### src/rtl/fetch_pkg.sv
// Shared types and defaults for the instruction fetch stage.
package fetch_pkg;

    typedef enum logic [1:0] {
        IDLE = 2'd0,
        RUN  = 2'd1,
        HALT = 2'd2
    } fetch_state_e;

    localparam logic [31:0] DEFAULT_RESET_PC  = 32'h0000_0000;
    localparam logic [31:0] DEFAULT_HALT_WORD = 32'hFFFF_FFFF;
    localparam logic [15:0] CNT_MAX           = 16'hFFFF;

    function automatic logic [15:0] sat_inc(input logic [15:0] value);
        return (value == CNT_MAX) ? value : value + 16'd1;
    endfunction

endpackage

### src/rtl/fetch_perf_counters.sv
// Saturating fetch/stall event counters; only built when FETCH_PERF_CNT_EN is defined.
module fetch_perf_counters
    import fetch_pkg::*;
(
    input  logic        clk,
    input  logic        rst_n,
    input  logic        fetch_inc_i,
    input  logic        stall_inc_i,
    output logic [15:0] fetch_cnt_o,
    output logic [15:0] stall_cnt_o
);

    logic [15:0] fetch_cnt_q, fetch_cnt_d;
    logic [15:0] stall_cnt_q, stall_cnt_d;

    assign fetch_cnt_d = fetch_inc_i ? sat_inc(fetch_cnt_q) : fetch_cnt_q;
    assign stall_cnt_d = stall_inc_i ? sat_inc(stall_cnt_q) : stall_cnt_q;

    always_ff @(posedge clk or negedge rst_n) begin
        if (!rst_n) begin
            fetch_cnt_q <= '0;
            stall_cnt_q <= '0;
        end else begin
            fetch_cnt_q <= fetch_cnt_d;
            stall_cnt_q <= stall_cnt_d;
        end
    end

    assign fetch_cnt_o = fetch_cnt_q;
    assign stall_cnt_o = stall_cnt_q;

endmodule

### src/rtl/fetch_controller.sv
// IF stage: PC sequencing, IF/ID register, halt detection and redirect handling.
// Define FETCH_PERF_CNT_EN to add the fetch_cnt/stall_cnt performance counters.
module fetch_controller
    import fetch_pkg::*;
#(
    parameter int unsigned ADDR_W    = 2,
    parameter logic [31:0] RESET_PC  = DEFAULT_RESET_PC,
    parameter logic [31:0] HALT_WORD = DEFAULT_HALT_WORD
) (
    input  logic              clk,
    input  logic              rst_n,
    input  logic              stall,
    input  logic              flush,
    input  logic              redirect_valid,
    input  logic [31:0]       redirect_pc,
    output logic [ADDR_W-1:0] imem_addr,
    input  logic [31:0]       imem_data,
    output logic              if_valid,
    output logic [31:0]       if_instr,
    output logic [31:0]       if_pc,
    output logic [31:0]       if_pc_plus4,
`ifdef FETCH_PERF_CNT_EN
    output logic [15:0]       fetch_cnt,
    output logic [15:0]       stall_cnt,
`endif
    output logic              halted
);

    fetch_state_e state_q, state_d;
    logic [31:0]  pc_q, pc_d;
    logic         if_valid_q, if_valid_d;
    logic [31:0]  if_instr_q, if_instr_d;
    logic [31:0]  if_pc_q, if_pc_d;
    logic [31:0]  if_pc_plus4_q, if_pc_plus4_d;

    // NOTE: every output of this block gets a hold default first, so no path can infer a latch.
    always_comb begin
        state_d       = state_q;
        pc_d          = pc_q;
        if_valid_d    = if_valid_q;
        if_instr_d    = if_instr_q;
        if_pc_d       = if_pc_q;
        if_pc_plus4_d = if_pc_plus4_q;

        if (redirect_valid) begin
            pc_d       = redirect_pc & 32'hFFFF_FFFC;
            if_valid_d = 1'b0;
            state_d    = RUN;
        end else begin
            case (state_q)
                IDLE: state_d = RUN;
                RUN: begin
                    if (flush) begin
                        if_valid_d = 1'b0;
                    end else if (!stall) begin
                        // The halt word never reaches decode; pc stays on it.
                        if (imem_data == HALT_WORD) begin
                            if_valid_d = 1'b0;
                            state_d    = HALT;
                        end else begin
                            if_valid_d    = 1'b1;
                            if_instr_d    = imem_data;
                            if_pc_d       = pc_q;
                            if_pc_plus4_d = pc_q + 32'd4;
                            pc_d          = pc_q + 32'd4;
                        end
                    end
                end
                HALT:    ;
                default: state_d = IDLE;
            endcase
        end
    end

    // NOTE: sequential state uses non-blocking assignments so all registers update together.
    always_ff @(posedge clk or negedge rst_n) begin
        if (!rst_n) begin
            state_q       <= IDLE;
            pc_q          <= RESET_PC;
            if_valid_q    <= 1'b0;
            if_instr_q    <= '0;
            if_pc_q       <= '0;
            if_pc_plus4_q <= '0;
        end else begin
            state_q       <= state_d;
            pc_q          <= pc_d;
            if_valid_q    <= if_valid_d;
            if_instr_q    <= if_instr_d;
            if_pc_q       <= if_pc_d;
            if_pc_plus4_q <= if_pc_plus4_d;
        end
    end

    assign imem_addr   = pc_q[ADDR_W+1:2];
    assign if_valid    = if_valid_q;
    assign if_instr    = if_instr_q;
    assign if_pc       = if_pc_q;
    assign if_pc_plus4 = if_pc_plus4_q;
    assign halted      = (state_q == HALT);

`ifdef FETCH_PERF_CNT_EN
    logic fetch_inc;
    logic stall_inc;

    assign fetch_inc = (state_q == RUN) && !redirect_valid && !flush && !stall
                       && (imem_data != HALT_WORD);
    assign stall_inc = (state_q == RUN) && stall;

    fetch_perf_counters u_perf (
        .clk         (clk),
        .rst_n       (rst_n),
        .fetch_inc_i (fetch_inc),
        .stall_inc_i (stall_inc),
        .fetch_cnt_o (fetch_cnt),
        .stall_cnt_o (stall_cnt)
    );
`endif

endmodule
### config.mk
export PLATFORM = sky130hd
export DESIGN_NAME = fetch_controller
export DESIGN_NICKNAME = d
export VERILOG_FILES = /design/src/rtl/fetch_pkg.sv /design/src/rtl/fetch_perf_counters.sv /design/src/rtl/fetch_controller.sv
export SDC_FILE = /design/constraint.sdc
export NUM_CORES = 1
export LEC_CHECK = 0
export CORE_ASPECT_RATIO = 2
export CORE_MARGIN = 8
export CORE_UTILIZATION = 48
export DETAILED_ROUTE_END_ITERATION = 16
export PLACE_DENSITY = 0.78
export SETUP_SLACK_MARGIN = 0.2
export SKIP_CTS_REPAIR_TIMING = 1
export SLEW_MARGIN = 5
export SYNTH_ARGS = -nofsm -noshare
export SYNTH_HDL_FRONTEND = slang
export SYNTH_SLANG_ARGS = --single-unit
export TNS_END_PERCENT = 5
### constraint.sdc
create_clock -name clk -period 2.93 [get_ports clk]
set_input_delay 0.7325 -clock clk [delete_from_list [all_inputs] [get_ports clk]]
set_output_delay 0.7325 -clock clk [all_outputs]
set_load 0.01 [all_outputs]
==> results.toml <==
[power]
p_leak_nw = 3.24
power_per_cell_area_nw_per_um2 = 689
ir_drop_uv = 551

[yosys]
yosysWarnings = 0
ys.flop_type = "dfrtp_1"
postSynthCellCount = 539
synth-seq-cells = 125
yosys.cell_types.count = 51
yosysSeqAreaShare = 0.525
synth_edf_count = 0
async_flop_share = 1.00
syn_area_um2 = 5950
synth.avg_cell_area_um2 = 11.0

[global_route]
grt_max_degree = 55
gr-usage-all-layers = 0.220
grt_pass1_wl_um = 27700
grt_pass1_vias = 5230
grt_overflow = 0
antenna_found_initial = 0

[routing]
via_per_inst = 5.59
drtAntennaViolNets = 0
via_count = 4783
drtIter0Drc = 252
drt_wl_total_um = 17100
drc = 0
wire_per_inst_um = 20.0
drtPass1Iterations = 4

[timing]
tns_ns = 0
fmax_mhz = 403
fin_ws_ns = 0.451
worst_slew_pin_slew_ns = 0.624
min_period_over_period = 0.846
hold_viol_final = 0
setup_viol = 0
finalClockSkew_ns = 0.0111
rsz0062_at_grt = "false"
slew_headroom = 0.580
fin_hold_ws_ns = 0.302
layout_min_cycle_time_ns = 2.48
finalMaxSlewViolations = 0

[die]
initial_utilization = 0.491
die_area_um2 = 16400
ios = 169
core_um2 = 12100
die_w_um = 94.8
num_rows = 57
die_y_um = 173

[min_path]
min_path_type = "primary input to async pin"

[finish]
fin_area_um2 = 8330
layout-drive-gt1-share = 0.183
nets = 766
final_common_cell = "clkdlybuf4s50_1"
area_growth_pct = 39.9
final_cell_mix = "clkdlybuf4s50_1, dfrtp_1, mux2_2"
antennaDiodeCount = 0
fin_cells = 856

[setup_path]
arrival_ns = 2.77
reg2reg_slack_ns = 0.60
crit_type = "primary input to flip-flop"
endpoint_kind = "flip-flop"
r2r_start = "pc_q[8]$_DFFE_PN0P_"
cp.required_ns = 3.22
cp_max_fo = 35
r2r_end = "pc_q[22]$_DFFE_PN0P_"
start_kind = "primary input"
reg2reg_depth = 5

[clock_tree]
cts_root_buf = "clkbuf_16"
clock_path_buffers = 2
htree_levels = 4
tritoncts = "yes"
clk_pin_slew_worst_paths_ns = 0.06
clkLatencyLatePin_ns = 0.41
cts_buffers = 17
cts_sinks = 125

[placed_design]
portBuffers = 162
place_area_um2 = 7730
dp_slack_ns = 0.0138
gp_congestion = 0.870
dp_cells = 824
hpwl_um = 12900

[status]
status = "complete, no violations"

[job]
drv_cap = 0
[critical path: stages]
cell,delay [ns]
clkdlybuf4s50_1,0.43
nand4_1,0.18
nor4_4,0.07
buf_4,0.18
a211oi_4,0.37
buf_4,0.41
mux2_2,0.38
[report_power, final]
group | internal (mW) | switching (mW) | leakage, nW | total [mW]
sequential | 2.03 | 0.220 | 1.45 | 2.25
clock | 1.28 | 0.847 | 0.287 | 2.13
combinational | 0.794 | 0.561 | 1.50 | 1.36
[cell type report]
cell class / instances / area (µm²)
clock inverter: 15 / 175
timing repair buffer: 182 / 1810
tap: 147 / 184
clock buffer: 17 / 425
multi-input combinational: 366 / 2590
sequential: 125 / 3130
fill: 918 / 3790
inverter: 4 / 15.0
[Yosys cell counts, types with 9 or more instances]
cell type	instances	area, µm²
nand3_1	17	85.1
buf_4	9	67.6
clkbuf_1	20	75.1
mux2_2	61	687
nor2_1	47	176
nand4_1	20	125
a211oi_1	9	67.6
buf_2	11	55.1
xor2_1	16	140
xnor2_1	27	236
dfrtp_1	125	3130
nand2_1	34	128
o21ai_0	21	105
a21oi_1	28	140
[layer usage]
| layer | global-route usage | up-vias | part of all wire |
|---|---|---|---|
| li1 | - | 2231 | - |
| met5 | 0 | - | 0 |
| met3 | 0.0612 | 42 | 0.064 |
| met4 | 0.136 | 0 | 0.045 |
| met1 | 0.209 | 2327 | 0.33 |
| met2 | 0.395 | 183 | 0.56 |
[cells by family (layout without fill, tap and decap cells)]
| group | after synthesis | count (layout) | share of synthesized area |
|---|---|---|---|
| AO/OA/AOI/OAI | 87 | 87 | 0.0939 |
| XOR/XNOR | 43 | 43 | 0.0633 |
| adder cells (fa/ha/maj) | 1 | 1 | 0.00210 |
| buffers and inverters | 51 | 218 | 0.0469 |
| flip-flops | 125 | 125 | 0.525 |
| multiplexers | 65 | 65 | 0.123 |
| other | 1 | 4 | 0.000630 |
| AND/OR/NAND/NOR | 166 | 166 | 0.145 |
[metrics by stage]
step	util	total power, mW
final	0.687	5.74
after floorplan	-	2.80
after global placement	0.637	3.59
after detailed placement	0.637	3.64
after CTS	0.687	5.80
after global routing	0.687	5.99
[worst max path at each step]
stage             startpoint                       end  slack (ns)  cells past startpoint
2_1_floorplan  imem_data[23]  if_instr[20]$_DFFE_PN0P_        0.45                      6
5_1_grt         imem_data[2]     if_pc[26]$_DFFE_PN0P_        0.38                      7
4_1_cts         imem_data[2]     if_pc[26]$_DFFE_PN0P_        0.45                      7
3_5_place_dp    imem_data[2]     if_pc[26]$_DFFE_PN0P_        0.01                      7
3_3_place_gp    imem_data[2]     if_pc[27]$_DFFE_PN0P_        0.05                      7
6_report        imem_data[2]     if_pc[26]$_DFFE_PN0P_        0.45                      7
[sequential cells by signal (all words and copies together), names as in the netlist]
register and count:
if_pc_plus4 30, if_instr 32, if_pc 30, state_q 2, pc_q 30, if_valid 1
(Power assumes the default switching activity.)
